## src/rtl/score_capture.sv

```systemverilog
// Receiver for the scoreboard controller's display buses: snapshots the six
// 7-segment digits on each rising edge of done, decodes them, and scores the result.
module score_capture #(
  parameter logic [9:0] THRESHOLD = 10'd40,
  parameter logic [9:0] HS_INIT   = 10'd0
) (
  input  logic       clk,
  input  logic       rst_n,
  input  logic       done,
  input  logic [6:0] seg7_points_2,
  input  logic [6:0] seg7_points_1,
  input  logic [6:0] seg7_points_0,
  input  logic [6:0] seg7_timer_1,
  input  logic [6:0] seg7_timer_0,
  input  logic [6:0] seg7_level,
  input  logic       clr_high,
  output logic       busy,
  output logic       valid,
  output logic [9:0] score_bin,
  output logic [3:0] level_bcd,
  output logic [7:0] time_bcd,
  output logic       pass,
  output logic       new_high,
  output logic [9:0] high_score,
  output logic       decode_err
);

  typedef enum logic [2:0] {IDLE, DECODE, CONV, CMP, REPORT} state_t;

  state_t     state;
  logic       done_q;
  logic       armed;
  logic       err;
  logic [2:0] cnt;
  logic [6:0] snap [0:5];
  logic [3:0] dig  [0:5];
  logic [9:0] acc;
  logic [4:0] dec;
  logic [3:0] conv_dig;
  logic       rise;

  // Returns {illegal, digit}; illegal codes decode to digit 0.
  function automatic logic [4:0] seg_decode(input logic [6:0] s);
    case (s)
      7'b0111111: seg_decode = {1'b0, 4'd0};
      7'b0000110: seg_decode = {1'b0, 4'd1};
      7'b1011011: seg_decode = {1'b0, 4'd2};
      7'b1001111: seg_decode = {1'b0, 4'd3};
      7'b1100110: seg_decode = {1'b0, 4'd4};
      7'b1101101: seg_decode = {1'b0, 4'd5};
      7'b1111100: seg_decode = {1'b0, 4'd6};
      7'b0000111: seg_decode = {1'b0, 4'd7};
      7'b1111111: seg_decode = {1'b0, 4'd8};
      7'b1100111: seg_decode = {1'b0, 4'd9};
      default:    seg_decode = {1'b1, 4'd0};
    endcase
  endfunction

  // armed blocks the first cycle after reset so a done already held high is not seen as a rise
  assign rise     = done & ~done_q & armed;
  assign dec      = seg_decode(snap[cnt]);
  assign conv_dig = (cnt == 3'd0) ? dig[0] : (cnt == 3'd1) ? dig[1] : dig[2];

  always_ff @(posedge clk or negedge rst_n) begin
    if (!rst_n) begin
      state      <= IDLE;
      done_q     <= 1'b0;
      armed      <= 1'b0;
      err        <= 1'b0;
      cnt        <= 3'd0;
      acc        <= 10'd0;
      busy       <= 1'b0;
      valid      <= 1'b0;
      score_bin  <= 10'd0;
      level_bcd  <= 4'd0;
      time_bcd   <= 8'd0;
      pass       <= 1'b0;
      new_high   <= 1'b0;
      high_score <= HS_INIT;
      decode_err <= 1'b0;
      for (int i = 0; i < 6; i++) begin
        snap[i] <= 7'd0;
        dig[i]  <= 4'd0;
      end
    end else begin
      done_q <= done;
      armed  <= 1'b1;
      valid  <= 1'b0;
      case (state)
        IDLE: begin
          if (rise) begin
            snap[0] <= seg7_points_2;
            snap[1] <= seg7_points_1;
            snap[2] <= seg7_points_0;
            snap[3] <= seg7_timer_1;
            snap[4] <= seg7_timer_0;
            snap[5] <= seg7_level;
            err     <= 1'b0;
            cnt     <= 3'd0;
            busy    <= 1'b1;
            state   <= DECODE;
          end
        end
        DECODE: begin
          dig[cnt] <= dec[3:0];
          if (dec[4]) err <= 1'b1;
          if (cnt == 3'd5) begin
            cnt   <= 3'd0;
            state <= CONV;
          end else begin
            cnt <= cnt + 3'd1;
          end
        end
        CONV: begin
          if (cnt == 3'd0) acc <= {6'd0, conv_dig};
          else             acc <= acc * 10'd10 + {6'd0, conv_dig};
          if (cnt == 3'd2) begin
            cnt   <= 3'd0;
            state <= CMP;
          end else begin
            cnt <= cnt + 3'd1;
          end
        end
        CMP: begin
          if (err) begin
            score_bin <= 10'd0;
            pass      <= 1'b0;
            new_high  <= 1'b0;
          end else begin
            score_bin <= acc;
            pass      <= (acc >= THRESHOLD);
            new_high  <= (acc > high_score);
            if (acc > high_score) high_score <= acc;
          end
          level_bcd  <= dig[5];
          time_bcd   <= {dig[3], dig[4]};
          decode_err <= err;
          valid      <= 1'b1;
          state      <= REPORT;
        end
        REPORT: begin
          busy  <= 1'b0;
          state <= IDLE;
        end
        default: begin
          busy  <= 1'b0;
          state <= IDLE;
        end
      endcase
      // Placed last so a clear overrides a same-cycle high-score update
      if (clr_high) high_score <= HS_INIT;
    end
  end

endmodule
```

## config.mk

```make
export PLATFORM = sky130hd
export DESIGN_NAME = score_capture
export DESIGN_NICKNAME = d
export VERILOG_FILES = /design/src/rtl/score_capture.sv
export SDC_FILE = /design/constraint.sdc
export NUM_CORES = 1
export LEC_CHECK = 0
export ABC_AREA = 1
export CELL_PAD_IN_SITES_DETAIL_PLACEMENT = 1
export CELL_PAD_IN_SITES_GLOBAL_PLACEMENT = 1
export CORE_MARGIN = 2
export CORE_UTILIZATION = 40
export DETAILED_ROUTE_END_ITERATION = 12
export GPL_TIMING_DRIVEN = 0
export PLACE_DENSITY = 0.85
export SYNTH_ARGS = -nofsm -noshare
export SYNTH_HDL_FRONTEND = slang
export SYNTH_SLANG_ARGS = --single-unit
```

## constraint.sdc

```tcl
create_clock -name clk -period 3.1 [get_ports clk]
set_input_delay 0.31 -clock clk [delete_from_list [all_inputs] [get_ports clk]]
set_output_delay 0.31 -clock clk [all_outputs]
set_load 0.02 [all_outputs]
```

# Yosys cells after proc, flatten, opt, wreduce, memory -nomap -nowiden

Index checks and enable logic that the tools add are counted.

Register bits: 122
Output and inout port bits: 37
Word-level logic and storage cells: 105

Add/subtract/negate cells: 2
Multipliers: 1
Order comparisons: 4
Equal/unequal tests: 21
Mux-type cells: 31
Bitwise operators: 5
Reductions and logical operators: 14

Operators by type and width:

| cell                 | count |
|---|---|
| $mux 10              | 6 |
| $pmux 5 s10          | 1 |
| $eq 7x7->1 const B   | 7 |
| $bwmux 24            | 1 |
| $bmux 7 s3           | 1 |
| $mux 3               | 6 |
| $eq 7x3->1 const B   | 2 |
| $mux 7               | 2 |
| $demux 4 s3          | 1 |
| $mux 4               | 3 |
| $pmux 3 s4           | 1 |
| $add 10x4->10        | 1 |
| $ge 10x6->1 const B  | 1 |
| $gt 10x10->1         | 1 |
| $mul 10x3->9 const B | 1 |
| $ne 2x2->1 const B   | 5 |
| $eq 3x2->1 const B   | 3 |
| $pmux 3 s3           | 1 |
| $reduce_and 3->1     | 3 |
| $eq 7x6->1 const B   | 1 |
| $eq 3x1->1 const B   | 2 |
| $logic_not 3->1      | 2 |
| $mux 1               | 6 |
| $reduce_and 2->1     | 3 |
| other kinds (12)     | 17 |

# Depth between registers and ports, before layout

Gate-level depths: netlist of the first run.

Word-level depth: 8
Gate-level depth with buffers: 17
Mapped depth without buffers: 16

# Worst setup path after synthesis of the first run

Ideal clock, no wire load.

Path type: flip-flop to flip-flop
Start: register acc[1]
End: register acc[9]
Library setup time: 0.118 ns
Arrival: 2.103 ns
Setup slack: 0.880 ns
Cell stages (with the launch flop): 11
Path buffers: 0
Period minus slack after synthesis: 2.220 ns
Cell sequence: dfrtp_1 > ha_1 > ha_1 > fa_1 > a21oi_1 > o21ai_0 > xor2_1 > nor3_1 > nand4_1 > nand3_1 > nand2_1

Word-level cells in the longest chain between the ends: 3

RTL lines:

| item                   | line | RTL |
|---|---|---|
| from (decl)            | 37   | `logic [9:0] acc;` |
| from (signal assigned) | 115  | `if (cnt == 3'd0) acc <= {6'd0, conv_dig};` |
| from (signal assigned) | 116  | `else acc <= acc * 10'd10 + {6'd0, conv_dig};` |
| $mul 10x3->9           | 116  |  |
| $add 10x4->10          | 116  |  |
| $mux 10                | 115  |  |

No other way between the ends.
A chain may end at the register's enable or synchronous reset.

# Final worst setup path of the first run

Start: register cnt[1]
End: register acc[6]

Word-level cells in the longest chain between the ends: 5

RTL lines:

| item                   | line | RTL |
|---|---|---|
| from (decl)            | 34   | `logic [2:0] cnt;` |
| from (signal assigned) | 111  | `cnt <= cnt + 3'd1;` |
| from (signal assigned) | 121  | `cnt <= cnt + 3'd1;` |
| $eq 3x1->1             | 62   | `assign conv_dig = (cnt == 3'd0) ? dig[0] : (cnt == 3'd1) ? dig[1] : dig[2];` |
| $mux 4 (2 in a row)    | 62   |  |
| $add 10x4->10          | 116  |  |
| $mux 10 *              | 115  |  |

Every way passes the cells marked *; elsewhere a longest branch is shown, timed or not.

==> metrics.md, run 1 <==
| Metric | Value |
|---|---|
| Status | `finished, final reports clean` |
| DRC | `0` |
| Number of synthesized flops with an enable pin | `0` |
| Remaining antenna violation count | `0` |
| Yosys cell types | `45` |
| # setup viols final | `0` |
| Critical Path RT | `around 3.4 ns` |
| CTS Buf Count | `17` |
| Tot Pwr | `between 8000 and 9000 µW` |
| Pre-Repair DR Iteration Count | `4` |
| Critical Path Sink Type | `flip-flop` |
| WP data arrival | `around 2.8 ns` |
| Die H | `roughly 130 µm` |
| Synth Flop Type | `dfrtp_1` |
| Largest net degree at the start of global routing | `just over 80` |
| Vias in the first global route | `roughly 6000` |
| Slowest CP cell | `a221oi_1` |
| Starting Density | `0.408` |
| Core area | `between 15000 and 20000 µm²` |
| Die area | `between 15000 and 20000 µm²` |
| Top Family by Delay on Critical Path | `compound AO/OA/AOI/OAI gates` |
| Max_cap viols | `0` |
| FF-to-FF Start | `cnt[1]` |
| Root Driver | `clkbuf_16` |
| Startpoint Class | `flip-flop` |
| Worst-path cell chain | `buf_6, inv_2, nand2_4, nor2_4, inv_1, nor2_1, a221oi_1, ha_1, a21oi_1, nand2_1, nand2_1, inv_2, nand3_1, nand2_1, nand3_1, o21ai_0` |
| Crit-path max cell delay | `approximately 0.37 ns` |
| P_leak | `between 0.003 and 0.004 µW` |
| Clock-pin slew on the worst setup and hold paths | `~0.060 ns` |
| R2R Path End | `acc[6]` |
| Drt wl/cell | `~16 µm` |
| Vias | `about 5500` |
| Clock Latency Late Sink | `0.43 ns` |
| Final Max Slew Viols | `0` |
| Antenna Cells | `0` |
| Crit path max fanout | `9` |
| First-pass GRT wire length | `between 20 and 30 mm` |
| Syn Area/Cell | `around 8.3 µm²` |
| IO Pins | `83` |
| CTS tree | `done` |
| Reg-to-reg slack, setup | `0.59 ns` |
| Initial antenna violation count | `0` |
| Input/output buffers | `82` |
| Layout cells sized above 1 | `0.129` |
| Hold Startpoint | `done` |
| Final TNS setup | `0 ns` |
| Rows | `between 40 and 50` |
| Yosys reg bits | `between 100 and 150` |
| Final-report hold violation count | `0` |
| Seq/Total Area, Yosys | `0.473` |
| Async set-reset flop share out of synthesis | `1.00` |
| Mapped Cells | `between 700 and 800` |
| Crit path top cell by count | `nand2_1` |
| RD Place Congestion | `0.858` |
| Synth Net Count | `between 800 and 900` |
| DR iter-0 viols | `around 230` |
| Layout Skew | `0.0102 ns` |
| Worst r2r path cells | `16` |
| PwrDens | `1010 nW/µm²` |
| Gr usage total | `0.221` |
| F_max | `slightly below 0.4 GHz` |
| Hold WC Path Type | `input port to flip-flop` |
| Post-CTS Setup Bufs | `0` |
| Detailed Place HPWL | `about 13 mm` |
| Area growth syn-to-layout | `27.0%` |
| Final min period | `roughly 2.5 ns` |
| CTS Hold Buffers Added | `1` |
| # clock sinks | `about 120` |
| Most common cell after layout, fill and taps aside | `nand2_1` |
| Yosys warns | `0` |
| Total wire length | `around 17 mm` |
| RSZ-0062 raised after global routing | `no` |
| Chip width | `131 µm` |
| Critical path type | `flip-flop to flip-flop` |
| Total grt overflow | `0` |
| Hold path cells | `1` |
| Synthesized cell area | `~6500 µm²` |
| Longest Clk Path Bufs | `2` |
| Fin crit share | `0.811` |
| NumNets Final | `around 950` |
| H-tree depth | `4` |
| Vias per cell | `4.96` |
| Worst VDD drop | `0.000477 V` |
| Worst path bufs/invs | `4` |
| Post_cts resized | `0` |
| Hold Path End | `done_q` |
| Commonest non-fill, non-tap cells in the layout | `247 x nand2_1, 122 x dfrtp_1, 91 x inv_1` |
kinds of logic after synthesis:
| kind of cell | count (synthesis) | share of synthesized area |
|---|---|---|
| AOI/OAI and AO/OA | 116 | 0.103 |
| buffers and inverters | 121 | 0.0824 |
| DFF | 122 | 0.473 |
| xor gates and xnor gates | 5 | 0.00679 |
| other | 1 | 0.000581 |
| adders and majority gates | 25 | 0.0508 |
| and+or+nand+nor | 388 | 0.283 |
where the power goes:
group / switching, µW / internal (µW)
Clock: 761 / 1290
Sequential: 312 / 2130
Combinational: 2450 / 1370
per-layer routing:
| layer | vias up | global-route usage | part of all wire |
|---|---|---|---|
| li1 | 2689 | - | - |
| met1 | 2661 | 0.260 | 0.43 |
| met2 | 120 | 0.393 | 0.51 |
| met3 | 35 | 0.0395 | 0.034 |
| met4 | 0 | 0.0989 | 0.028 |
| met5 | - | 0 | 0 |
final cells by class:
cell class | instances | area [µm²]
Buffer | 22 | 150
Clock buffer | 18 | 439
Inverter | 99 | 382
Timing Repair Buffer | 84 | 860
Clock inverter | 14 | 171
Multi-Input combinational cell | 535 | 2870
Sequential cell | 122 | 3050
Tap cell | 216 | 270
Fill cell | 1878 | 7640
registers in the layout (all words and copies together), names as in the netlist, 3 cells and up:
signal      count
dig            24
score_bin      10
high_score     10
state           3
snap           42
acc            10
level_bcd       4
cnt             3
time_bcd        8
through the flow:
stage | instances | util | hold WS [ns] | worst slack (ns) | instance area [µm²]
2_1_floorplan | 778 | - | 0.0144 | 0.880 | 6450
3_3_place_gp | 1076 | 0.477 | 0.461 | -3.05 | 7540
3_5_place_dp | 1077 | 0.478 | 0.256 | 0.623 | 7570
4_1_cts | 1110 | 0.518 | 0.362 | 0.548 | 8190
5_1_grt | 1110 | 0.518 | 0.381 | 0.351 | 8190
6_report | 1110 | 0.518 | 0.370 | 0.585 | 8190
how the worst max path moves through the flow:
stage,startpoint,to,depth (start not counted)
floorplan,acc[1],acc[9],10
detailed placement,acc[1],acc[9],10
global route,cnt[1],acc[6],16
global placement,rst_n,snap[14],1
finish,cnt[1],acc[6],16
CTS,cnt[1],acc[6],16
worst reg2reg max path, cell delays in order, from the launching register on:
cell      delay [ns]
dfrtp_1         0.34
buf_6           0.17
inv_2           0.08
nand2_4         0.12
nor2_4          0.07
inv_1           0.13
nor2_1          0.06
a221oi_1        0.37
ha_1            0.32
a21oi_1         0.15
nand2_1         0.07
nand2_1         0.07
inv_2           0.05
nand3_1         0.10
nand2_1         0.08
nand3_1         0.07
o21ai_0         0.12
synthesized netlist by cell type, types with 3 or more instances:
cell type | n | share of area
inv_1 | 91 | 0.053
clkbuf_1 | 11 | 0.0064
a21oi_1 | 13 | 0.010
nor2_2 | 8 | 0.0078
dfrtp_1 | 122 | 0.47
nor3_1 | 5 | 0.0039
buf_2 | 3 | 0.0023
nand2_1 | 247 | 0.14
o21ai_2 | 9 | 0.012
o22ai_1 | 13 | 0.013
nand3_1 | 33 | 0.026
nor2_1 | 44 | 0.026
inv_2 | 4 | 0.0023
nand2_4 | 5 | 0.0087
nand4_1 | 5 | 0.0048
nand2_2 | 12 | 0.012
nor2_4 | 5 | 0.0087
ha_1 | 23 | 0.045
nand3_2 | 17 | 0.026
xor2_1 | 3 | 0.0041
o21ai_0 | 61 | 0.047
o21ai_1 | 10 | 0.0078
buf_6 | 7 | 0.012
Power figures use the tool's default switching activity.
==> run 2, diff against run 1 <==
Clock period 3.1 ns to 2.6 ns, I/O delays scaled along.
==> metrics.md, run 2 (synthesis gave the netlist of run 1 again) <==
| Metric | Value |
|---|---|
| Status | `finished, final reports clean` |
| Vias | `5502 (-0.054%)` |
| Top Family by Delay on Critical Path | `adder cells` |
| Most common cell after layout, fill and taps aside | `nand2_1` |
| Register area | `3050 µm² (about the same)` |
| Rows | `46 (unchanged)` |
| Input/output buffers | `82 (unchanged)` |
| Vias per cell | `4.95 (-0.14%)` |
| Initial antenna violation count | `0 (unchanged)` |
| F_max | `0.407 GHz (+2.4%)` |
| Detailed Place HPWL | `12.8 mm (unchanged)` |
| Clock-pin slew on the worst setup and hold paths | `0.06 ns (about the same)` |
| Placed instance area | `7570 µm² (unchanged)` |
| Sequential Power Share | `0.292 (-0.002)` |
| Combinational share of power | `0.463 (+0.003)` |
| FF-to-FF Start | `acc[1]` |
| Core area | `15800 µm² (unchanged)` |
| Hold Path End | `done_q` |
| Die H | `131 µm (unchanged)` |
| Hold WC Path Type | `input port to flip-flop` |
| Worst VDD drop | `0.000568 V (+19%)` |
| Root Driver | `clkbuf_16` |
| Starting Density | `0.408 (unchanged)` |
| CTS tree | `done` |
| Slowest CP cell | `dfrtp_2` |
| P_sw | `4220 µW (+20%)` |
| Critical Path Sink Type | `flip-flop` |
| DR iter-0 viols | `232 (+1.8%)` |
| Final TNS setup | `0 ns (unchanged)` |
| Clk network pwr share | `0.245 (about the same)` |
| Drt wl/cell | `15.6 µm (+0.27%)` |
| Total wire length | `17.3 mm (+0.36%)` |
| Crit-path max cell delay | `0.45 ns (+0.08 ns)` |
| Worst path bufs/invs | `0 (-4)` |
| Reg-to-reg slack, setup | `0.14 ns (-0.44 ns)` |
| Final worst setup slack | `0.143 ns (-0.442 ns)` |
| Layout fillers | `1876 (-0.11%)` |
| # clock sinks | `122 (unchanged)` |
| Worst r2r path cells | `11 (-5)` |
| H-tree depth | `4 (unchanged)` |
| Hold slack final | `0.319 ns (-0.0512 ns)` |
| Switching Share | `0.424 (about the same)` |
| Commonest non-fill, non-tap cells in the layout | `247 x nand2_1, 121 x dfrtp_1, 91 x inv_1` |
| Total grt overflow | `0 (unchanged)` |
| Largest regs | `snap: 42 flops, dig: 24 flops` |
| Longest Clk Path Bufs | `2 (unchanged)` |
| Number of flip-flops under the largest register name | `42 (unchanged)` |
| Antenna Cells | `0 (unchanged)` |
| Crit path max fanout | `5 (-4)` |
| Setup WS pre-CTS | `0.123 ns (-0.500 ns)` |
| Fin area | `8220 µm² (+0.34%)` |
| Startpoint Class | `flip-flop` |
| Worst-path cell chain | `ha_1, ha_1, fa_1, a21oi_1, o21ai_0, xor2_1, nor3_2, nand3_1, nand3_1, nand3_1, nand2_1` |
| Int Power | `5730 µW (+20%)` |
| Fin crit share | `0.945 (+0.134)` |
| NumNets Final | `953 (+0.11%)` |
| Area growth syn-to-layout | `27.4%` |
| P_leak | `0.00397 µW (+0.16%)` |
| Hold path cells | `1 (unchanged)` |
| Die area | `17200 µm² (unchanged)` |
| Hold Startpoint | `done` |
| Clock Latency Late Sink | `0.43 ns (about the same)` |
| Largest net degree at the start of global routing | `82 (unchanged)` |
| Critical Path RT | `2.91 ns (-0.46 ns)` |
| Gr usage total | `0.221 (unchanged)` |
| Multi-input gate area | `2890 µm² (+0.65%)` |
| PwrDens | `1210 nW/µm² (+19%)` |
| Remaining antenna violation count | `0 (unchanged)` |
| Final Max Slew Viols | `0 (unchanged)` |
| DRC | `0 (unchanged)` |
| RD Place Congestion | `0.858 (unchanged)` |
| Crit path top cell by count | `nand3_1` |
| R2R Path End | `acc[9]` |
| Pre-Repair DR Iteration Count | `4 (unchanged)` |
| Final-report hold violation count | `0 (unchanged)` |
| First-pass GRT wire length | `29.2 mm (unchanged)` |
| Vias in the first global route | `5985 (unchanged)` |
| Layout cells sized above 1 | `0.134 (+0.00544)` |
| WP data arrival | `2.77 ns (-0.02 ns)` |
| Max_cap viols | `0 (unchanged)` |
| Critical path type | `flip-flop to flip-flop` |
| IO Pins | `83 (unchanged)` |
| Layout Skew | `0.0102 ns (+0.00000930 ns)` |
| Chip width | `131 µm (unchanged)` |
| # setup viols final | `0 (unchanged)` |
| CTS Buf Count | `17 (unchanged)` |
| Final min period | `2.46 ns (-0.0584 ns)` |
| Largest Register | `snap` |
## run 2: power groups by stage
stage / sequential (µW) / combinational [µW] / clock, µW
final: 2910 / 4610 / 2440
after global routing: 3000 / 5210 / 2560
after CTS: 2910 / 4610 / 2480
after detailed placement: 2930 / 4530 / 0
after global placement: 2900 / 4320 / 0
after floorplan: 2980 / 3130 / 0
## run 2: worst max-delay path by stage
stage	from	to	slack (ns)	cells past startpoint
finish	acc[1]	acc[9]	0.14	11
global route	acc[1]	acc[9]	-0.00006	11
CTS	cnt[1]	acc[6]	0.05	16
detailed placement	acc[1]	acc[9]	0.12	10
global placement	rst_n	snap[14]	-3.50	1
floorplan	acc[1]	acc[9]	0.38	10
## run 2: area by class of cell
| type | instances | share of cell area |
|---|---|---|
| clock inverter | 14 | 0.0209 |
| tap | 216 | 0.0329 |
| buffer | 22 | 0.0183 |
| multi-input combinational | 535 | 0.351 |
| clock buffer | 18 | 0.0534 |
| inverter | 99 | 0.0464 |
| sequential | 122 | 0.372 |
| timing repair buffer | 85 | 0.105 |
## run 2: worst reg2reg max path, stage by stage, from the launching register on
cell,delay (ns)
dfrtp_2,0.45
ha_1,0.31
ha_1,0.23
fa_1,0.43
a21oi_1,0.16
o21ai_0,0.11
xor2_1,0.28
nor3_2,0.08
nand3_1,0.07
nand3_1,0.07
nand3_1,0.08
nand2_1,0.06
## run 2: timing repair
action / CTS / global route
hold endpoints to repair: 41 / 0
gates resized for setup: 0 / 4
hold buffers: 1 / 0
endpoints found under the setup margin: 0 / 4
buffers inserted: 0 / 1
## run 2: layer usage
metal	vias to the layer above	GRT usage	share of wire
met5	-	0	0
met4	0	0.0989	0.029
met3	37	0.0395	0.036
met2	136	0.393	0.51
met1	2641	0.260	0.43
li1	2688	-	-
## run 2: through the flow
stage / util / power, µW / cells
2_1_floorplan: - / 6100 / 778
3_3_place_gp: 0.477 / 7220 / 1076
3_5_place_dp: 0.478 / 7470 / 1077
4_1_cts: 0.518 / 10000 / 1110
5_1_grt: 0.519 / 10800 / 1111
6_report: 0.519 / 9960 / 1111
==> run 3, diff against run 2 <==
Settings changed: PLACE_DENSITY 0.85 to default, PLACE_DENSITY_LB_ADDON from default to 0.1.
==> metrics.md, run 3 (synthesis gave the netlist of run 1 again) <==
| Metric | Value |
|---|---|
| Worst VDD drop | `0.000535 V (-5.9%)` |
| Chip width | `131 µm (unchanged)` |
| Longest Clk Path Bufs | `2 (unchanged)` |
| Hold WC Path Type | `input port to flip-flop` |
| Root Driver | `clkbuf_16` |
| Clock Latency Late Sink | `0.43 ns (about the same)` |
| Vias per cell | `4.93 (-0.44%)` |
| WP data arrival | `2.77 ns (about the same)` |
| DR iter-0 viols | `136 (-41%)` |
| Crit-path max cell delay | `0.45 ns (about the same)` |
| Worst r2r path cells | `11 (unchanged)` |
| Vias | `5473 (-0.53%)` |
| Worst-path cell chain | `ha_1, ha_1, fa_1, a21oi_1, o21ai_0, xor2_1, nor3_2, nand3_1, nand3_1, nand3_1, nand2_1` |
| Gr usage total | `0.214 (-0.00642)` |
| Initial antenna violation count | `0 (unchanged)` |
| Layout cells sized above 1 | `0.133 (-0.000969)` |
| PwrDens | `1200 nW/µm² (-0.99%)` |
| Antenna Cells | `0 (unchanged)` |
| Final worst setup slack | `0.138 ns (-0.00501 ns)` |
| Drt wl/cell | `15.3 µm (-1.8%)` |
| RD Place Congestion | `0.883 (+2.8%)` |
| Vias in the first global route | `5929 (-0.94%)` |
| Multi-input gate area | `2890 µm² (unchanged)` |
| Register area | `3050 µm² (unchanged)` |
| Setup WS pre-CTS | `0.00150 ns (-0.121 ns)` |
| R2R Path End | `acc[9]` |
| Slowest CP cell | `dfrtp_1` |
| Core area | `15800 µm² (unchanged)` |
| FF-to-FF Start | `acc[1]` |
| IO Pins | `83 (unchanged)` |
| Die H | `131 µm (unchanged)` |
| Largest Register | `snap` |
| Die area | `17200 µm² (unchanged)` |
| Fin crit share | `0.947 (+0.00193)` |
| Final core occ | `0.517 (-0.00198)` |
| First-pass GRT wire length | `28.5 mm (-2.2%)` |
| Pre-Repair DR Iteration Count | `4 (unchanged)` |
| Clock-pin slew on the worst setup and hold paths | `0.06 ns (about the same)` |
| Final Max Slew Viols | `0 (unchanged)` |
| Layout fillers | `1876 (unchanged)` |
| NumNets Final | `952 (-0.10%)` |
| Sequential Power Share | `0.295 (+0.003)` |
| Slew HR | `0.665` |
| CTS tree | `done` |
| Number of flip-flops under the largest register name | `42 (unchanged)` |
| Fin area | `8190 µm² (-0.38%)` |
| Int Power | `5630 µW (-1.8%)` |
| Starting Density | `0.408 (unchanged)` |
| # clock sinks | `122 (unchanged)` |
| Crit path max fanout | `5 (unchanged)` |
| Startpoint Class | `flip-flop` |
| Input/output buffers | `82 (unchanged)` |
| Most common cell after layout, fill and taps aside | `nand2_1` |
| # setup viols final | `0 (unchanged)` |
| H-tree depth | `4 (unchanged)` |
| Critical Path Sink Type | `flip-flop` |
| Final min period | `2.46 ns (+0.00501 ns)` |
| Crit path top cell by count | `nand3_1` |
| Detailed Place HPWL | `12.9 mm (+0.72%)` |
| Hold path cells | `1 (unchanged)` |
| Layout Skew | `0.00684 ns (-0.00339 ns)` |
| Max_cap viols | `0 (unchanged)` |
| Tot Pwr | `9820 µW (-1.4%)` |
| Largest regs | `snap: 42 flops, dig: 24 flops` |
| Reg-to-reg slack, setup | `0.14 ns (about the same)` |
| Area growth syn-to-layout | `26.9%` |
| CP Launch Point | `acc[1]` |
| Critical Path RT | `2.91 ns (about the same)` |
| Critical path type | `flip-flop to flip-flop` |
| Combinational share of power | `0.466 (+0.003)` |
| CTS Buf Count | `17 (unchanged)` |
| Rows | `46 (unchanged)` |
| Largest net degree at the start of global routing | `71 (-13%)` |
| Remaining antenna violation count | `0 (unchanged)` |
| Switching Share | `0.427 (+0.00250)` |
| Final-report hold violation count | `0 (unchanged)` |
| Clk network pwr share | `0.239 (-0.006)` |
| Placed instance area | `7570 µm² (unchanged)` |
| P_sw | `4190 µW (-0.78%)` |
| Status | `finished, final reports clean` |
| RSZ-0062 raised after global routing | `yes` |
| DRC | `0 (unchanged)` |
| P_leak | `0.00395 µW (-0.59%)` |
| F_max | `0.406 GHz (-0.20%)` |
| Total wire length | `17.0 mm (-1.9%)` |
| Hold Startpoint | `done` |
| Commonest non-fill, non-tap cells in the layout | `247 x nand2_1, 121 x dfrtp_1, 90 x inv_1` |
| Worst-Margin Slew | `a little over 0.5 ns` |
| Hold Path End | `done_q` |
| Total grt overflow | `0 (unchanged)` |
==> run 3: cell count changes in the layout (fill, tap and decap cells not counted), sizes merged <==
cell      change
clkbuf        +1
buf           -1
clkinv        -2
clkinvlp      +1
bufinv        -1
inv           +1
==> run 3: routing by layer <==
metal	wire, µm	GRT usage	part of all wire
met5	0	0	0
met4	454	0.0907	0.027
met3	543	0.0395	0.032
met2	8930	0.395	0.52
met1	7090	0.242	0.42
==> run 3: metrics by stage <==
stage          hold slack, ns  instances  TNS [ns]
4_1_cts                 0.305       1110         0
3_5_place_dp            0.240       1077         0
2_1_floorplan         -0.0356        778         0
5_1_grt                 0.311       1110   -0.0390
6_report                0.313       1110         0
3_3_place_gp            0.458       1076   -423.54
==> run 3: power groups by stage <==
stage / combinational [µW] / sequential [µW] / clock [µW]
detailed placement: 4550 / 2930 / 0
finish: 4580 / 2900 / 2340
global placement: 4320 / 2910 / 0
global route: 5200 / 2970 / 2470
CTS: 4630 / 2910 / 2390
floorplan: 3130 / 2980 / 0
==> run 3: cell type report <==
type                       instances  share of cell area
inverter                          99              0.0466
multi-input combinational        535               0.352
clock buffer                      19              0.0541
timing repair buffer              84               0.105
sequential                       122               0.373
clock inverter                    13              0.0176
tap                              216              0.0330
buffer                            22              0.0183
==> run 3: what timing repair did <==
action / in CTS / in global routing
buffers inserted: 0 / 0
hold endpoints to repair: 52 / 0
hold buffers: 1 / 0
resized for setup: 2 / 3
endpoints found under the setup margin: 2 / 4
==> run 3: how the worst max path moves through the flow <==
stage          cells past startpoint  slack [ns]       end
5_1_grt                           11       -0.04    acc[9]
2_1_floorplan                     10        0.38    acc[9]
3_3_place_gp                       1       -3.48  snap[14]
3_5_place_dp                      10       0.001    acc[9]
4_1_cts                           11        0.04    acc[9]
6_report                          11        0.14    acc[9]
==> run 3: critical path, delay by kind of cell (launching register included) <==
| kind | cells | cell delay [ns] |
|---|---|---|
| xor+xnor | 1 | 0.27 |
| fa+ha+maj | 3 | 1.00 |
| flops | 1 | 0.45 |
| simple gates | 5 | 0.38 |
| compound gates | 2 | 0.25 |
==> RTL change 1: new RTL, settings of run 3 <==
The 5 states of `state_t` get a one-hot encoding in 5 bits.
--- a/src/rtl/score_capture.sv
+++ b/src/rtl/score_capture.sv
@@ -25,7 +25,7 @@
   output logic       decode_err
 );
 
-  typedef enum logic [2:0] {IDLE, DECODE, CONV, CMP, REPORT} state_t;
+  typedef enum logic [4:0] {IDLE = 5'b00001, DECODE = 5'b00010, CONV = 5'b00100, CMP = 5'b01000, REPORT = 5'b10000} state_t;
 
   state_t     state;
   logic       done_q;
Behaviour: same outputs for any inputs over 10 cycles, from zero or initial values and one cycle with rst_n low; not proved beyond that.
==> RTL change 1 against run 3 <==
Core utilization up 0.48 points; clock power up 7%; total power down 16%; fmax up 0.48%; sequential cell count up 2; critical path depth up 4; area after synthesis down 1.2%; first-iteration DRC count up 70%; wire length up 3.6%; count of clock-buffer cells in the layout up 1; die area down 1.1%; setup slack better by 12 ps; design area up 0.20%; combinational power down 33%; largest cell class unchanged.
==> RTL change 1: results (changes against run 3) <==
Place
  – GPL Wtd Cong: 0.840 (-4.8%)
  – Placed instance area: 0.00749 mm² (-1.0%)
  – Setup slack at placement: 4.68 ps (+3.18 ps)

Global routing
  – Met2 Usage GRT: 0.407 (+0.0118)
  – GRT met1 Usage: 0.254 (+0.0126)
  – Vias in the first global route: 5,999 (+1.2%)
  – Global-route wire length before repair: 29,100 µm (+1.9%)
  – All-Layer GR Usage: 0.221 (+0.00698)

Routing
  – DRT met1 WL: 7420 µm (+4.6%)
  – Detail Route met3 WL: 579 µm (+6.6%)
  – WL per Instance: 15.8 µm (+3.1%)
  – Via count: 5,578 (+1.9%)

Pwr
  – P per Cell Area: 1000 mW/mm² (-16%)
  – Net Switching: 0.00319 W (-24%)
  – Worst VDD drop: 0.510 mV (-4.7%)

Timing
  – Hold slack: 315 ps (+1.73 ps)

Setup path
  – Crit-path leading delay family: simple AND/OR/NAND/NOR gates
  – Slowest stage delay, CP: 410 ps (-40 ps)
  – Critical Path Fanout Max: 7 (+2)

Logic synthesis
  – Number of synthesized register bits: 124 (+1.6%)
  – Unique masters post-synth: 43 (-4.4%)
  – Syn Area/Cell: 8.16 µm² (-1.6%)

Clocking
  – Post-CTS sizing: 3 (+1)

Cells and area
  – Share of post-route cells with drive strength above 1: 0.123 (-0.00964)

Run status
  – Status: finished clean
[RTL change 1: cell count changes after synthesis, sizes merged, moves of 2 or more]
cell	change
nor4	+4
inv	-3
nand3	+3
nor2	-3
nor3	+3
o21ai	+2
or2	-2
[RTL change 1: power groups by stage]
stage | Clock, W | Sequential (W) | Combinational [W]
finish | 0.00251 | 0.00265 | 0.00308
CTS | 0.00254 | 0.00264 | 0.00302
floorplan | 0 | 0.00260 | 0.00214
global route | 0.00262 | 0.00269 | 0.00351
global placement | 0 | 0.00265 | 0.00282
detailed placement | 0 | 0.00267 | 0.00295
[RTL change 1: final cells by class]
type                            instances  share of cell area
Timing Repair Buffer                   86               0.107
Clock buffer                           20              0.0569
Buffer                                 24              0.0181
Inverter                               95              0.0435
Clock inverter                         12              0.0195
Sequential cell                       124               0.379
Multi-Input combinational cell        538               0.344
Tap cell                              216              0.0329
[RTL change 1: path summary, 6_finish.rpt]
kind                                          start                  endpoint  cells after the start
setup reg to reg                 cnt[1]$_DFFE_PN0P_        acc[7]$_DFFE_PN0P_                     15
hold / removal                                 done          done_q$_DFF_PN0_                      1
max in group asynchronous                     rst_n      state[0]$_DFFE_PN1P_                      3
hold reg to reg            level_bcd[1]$_DFFE_PN0P_  level_bcd[1]$_DFFE_PN0P_                      2
setup / recovery                 cnt[1]$_DFFE_PN0P_        acc[7]$_DFFE_PN0P_                     15
min in group asynchronous                     rst_n  score_bin[7]$_DFFE_PN0P_                      2
[RTL change 1: kinds of logic after synthesis]
| group | synth area share |
|---|---|
| and+or+nand+nor | 0.272 |
| AOI/OAI and AO/OA | 0.103 |
| adders and majority gates | 0.0514 |
| buffers and inverters | 0.0793 |
| other | 0.000588 |
| xor gates and xnor gates | 0.00687 |
| DFF | 0.487 |
==> RTL change 2: new RTL, flow settings as in run 3 <==
Made on the original files. Change the parameter `THRESHOLD` from 10'd40 to 10'd30.
--- a/src/rtl/score_capture.sv
+++ b/src/rtl/score_capture.sv
@@ -1,7 +1,7 @@
 // Receiver for the scoreboard controller's display buses: snapshots the six
 // 7-segment digits on each rising edge of done, decodes them, and scores the result.
 module score_capture #(
-  parameter logic [9:0] THRESHOLD = 10'd40,
+  parameter logic [9:0] THRESHOLD = 10'd30,
   parameter logic [9:0] HS_INIT   = 10'd0
 ) (
   input  logic       clk,
Check against the original RTL: no difference found for any inputs over 10 cycles, from zero or initial values and one cycle with rst_n low; that may be too few to reach the edited logic, so the function may still have changed.
==> RTL change 2 against run 3 <==
Design area decreased by 2.9%; wire length increased by 2.5%; sequential cell count stayed put; area after synthesis fell by 3.9%; critical path depth grew 2; total power grew 3.2%; first-iteration DRC count rose by 15%; setup slack is essentially flat; via count is 0.93% higher; global-route usage rose by 1.1 points; worst hold slack got worse by 33 ps; critical endpoint unchanged; highest routed layer unchanged.
==> RTL change 2: results (changes against run 3) <==
Run status
  – Status: finished clean

Setup path
  – Worst Path Arrival: 2770 ps (about the same)
  – Critical Path Fanout Max: 7 (+2)
  – R2R cell count: 13 (+2)
  – Crit path launch: cnt[2]$_DFFE_PN0P_

Routing
  – Final wirelength: 17,400 µm (+2.5%)
  – DRT met1 WL: 7290 µm (+2.8%)
  – Detail Route met3 WL: 463 µm (-15%)
  – DR iter-0 viols: 156 (+15%)
  – Top routing layer in use: met4
  – WL met2: 9360 µm (+4.9%)
  – Drt via density: 5.14 (+4.2%)

Pwr
  – Total power draw: 0.0101 W (+3.2%)
  – Static leakage: 3.83 nW (-2.9%)
  – Net Switching: 0.00432 W (+3.1%)
  – Worst VDD drop: 0.556 mV (+3.9%)
  – Share of power burned in registers: 0.293 (-0.002)

Clocking
  – Post-CTS sizing: 7 (+5)
  – Number of setup buffers added after CTS: 3 (+3)

Logic synthesis
  – Unique masters post-synth: 42 (-6.7%)
  – Cells after Synth: 770 (-1.0%)
  – Syn_nets: 841 (-0.94%)
  – Sequential share of the synthesized area: 0.493 (+0.0193)
  – Commonest cells post-synth: nand2_1 (242), dfrtp_1 (122), inv_1 (95)
  – Synth top area cells: dfrtp_1 (49%), nand2_1 (15%), inv_1 (5.8%), o21ai_0 (5.7%), ha_1 (4.6%)

Cells and area
  – Post-Layout Cell Count: 1,075 (-3.2%)
  – Share of post-route cells with drive strength above 1: 0.0970 (-0.0362)
  – Final Net Count: 948 (-0.42%)
  – Final-layout fill cell count: 1,815 (-3.3%)

Global routing
  – Vias in the first global route: 6,089 (+2.7%)
  – GRT met1 Usage: 0.254 (+0.0118)
  – Global-route wire length before repair: 29,100 µm (+2.0%)
  – Met3 usage: 0.0416 (+0.00208)
  – Largest net degree at the start of global routing: 95 (+34%)
  – All-Layer GR Usage: 0.225 (+0.0108)
  – Met2 Usage GRT: 0.424 (+0.0287)

Timing
  – Hold slack: 280 ps (-32.6 ps)
  – Clock skew: 8.13 ps (+1.29 ps)
  – PnR worst setup slack: 139 ps (+0.455 ps)
  – Relative slew slack: 0.418 (-0.247)

Place
  – Detailed placement HPWL: 12,900 µm (+0.68%)
  – IO Port Bufs: 82 (unchanged)
  – Placed instance area: 0.00728 mm² (-3.8%)
  – Setup slack at placement: -116 ps (-117 ps)
  – GPL Wtd Cong: 0.831 (-5.9%)
  – Placed Instances: 1,041 (-3.3%)

Hold path
  – Worst hold-check path type: in -> async
## RTL change 2: cell families after synthesis
| logic type | after synthesis | share of synthesized area |
|---|---|---|
| flops | 122 | 0.493 |
| xor+xnor | 5 | 0.00707 |
| simple gates | 366 | 0.254 |
| compound gates | 126 | 0.110 |
| buf+inv | 125 | 0.0828 |
| fa+ha+maj | 25 | 0.0529 |
| other cells | 1 | 0.000605 |
## RTL change 2: critical path: stages (launching register included)
cell,delay [ps]
dfrtp_2,470
nor2_4,150
buf_6,110
nand2_1,100
or2_2,310
o221a_2,130
ha_1,220
fa_2,380
nand3_2,110
nand2_2,100
nand3_1,80
nand2_1,60
nand3_1,80
nand2_1,50
## RTL change 2: layout make-up
class	instances	area [µm²]	area share
clock buffers	22	484	0.0609
repair buffers	89	897	0.113
multi-input cells	523	2670	0.336
clock inverters	7	92.6	0.0116
inverters	102	385	0.0485
well taps	188	235	0.0296
plain buffers	22	125	0.0157
flip-flops and latches	122	3060	0.384
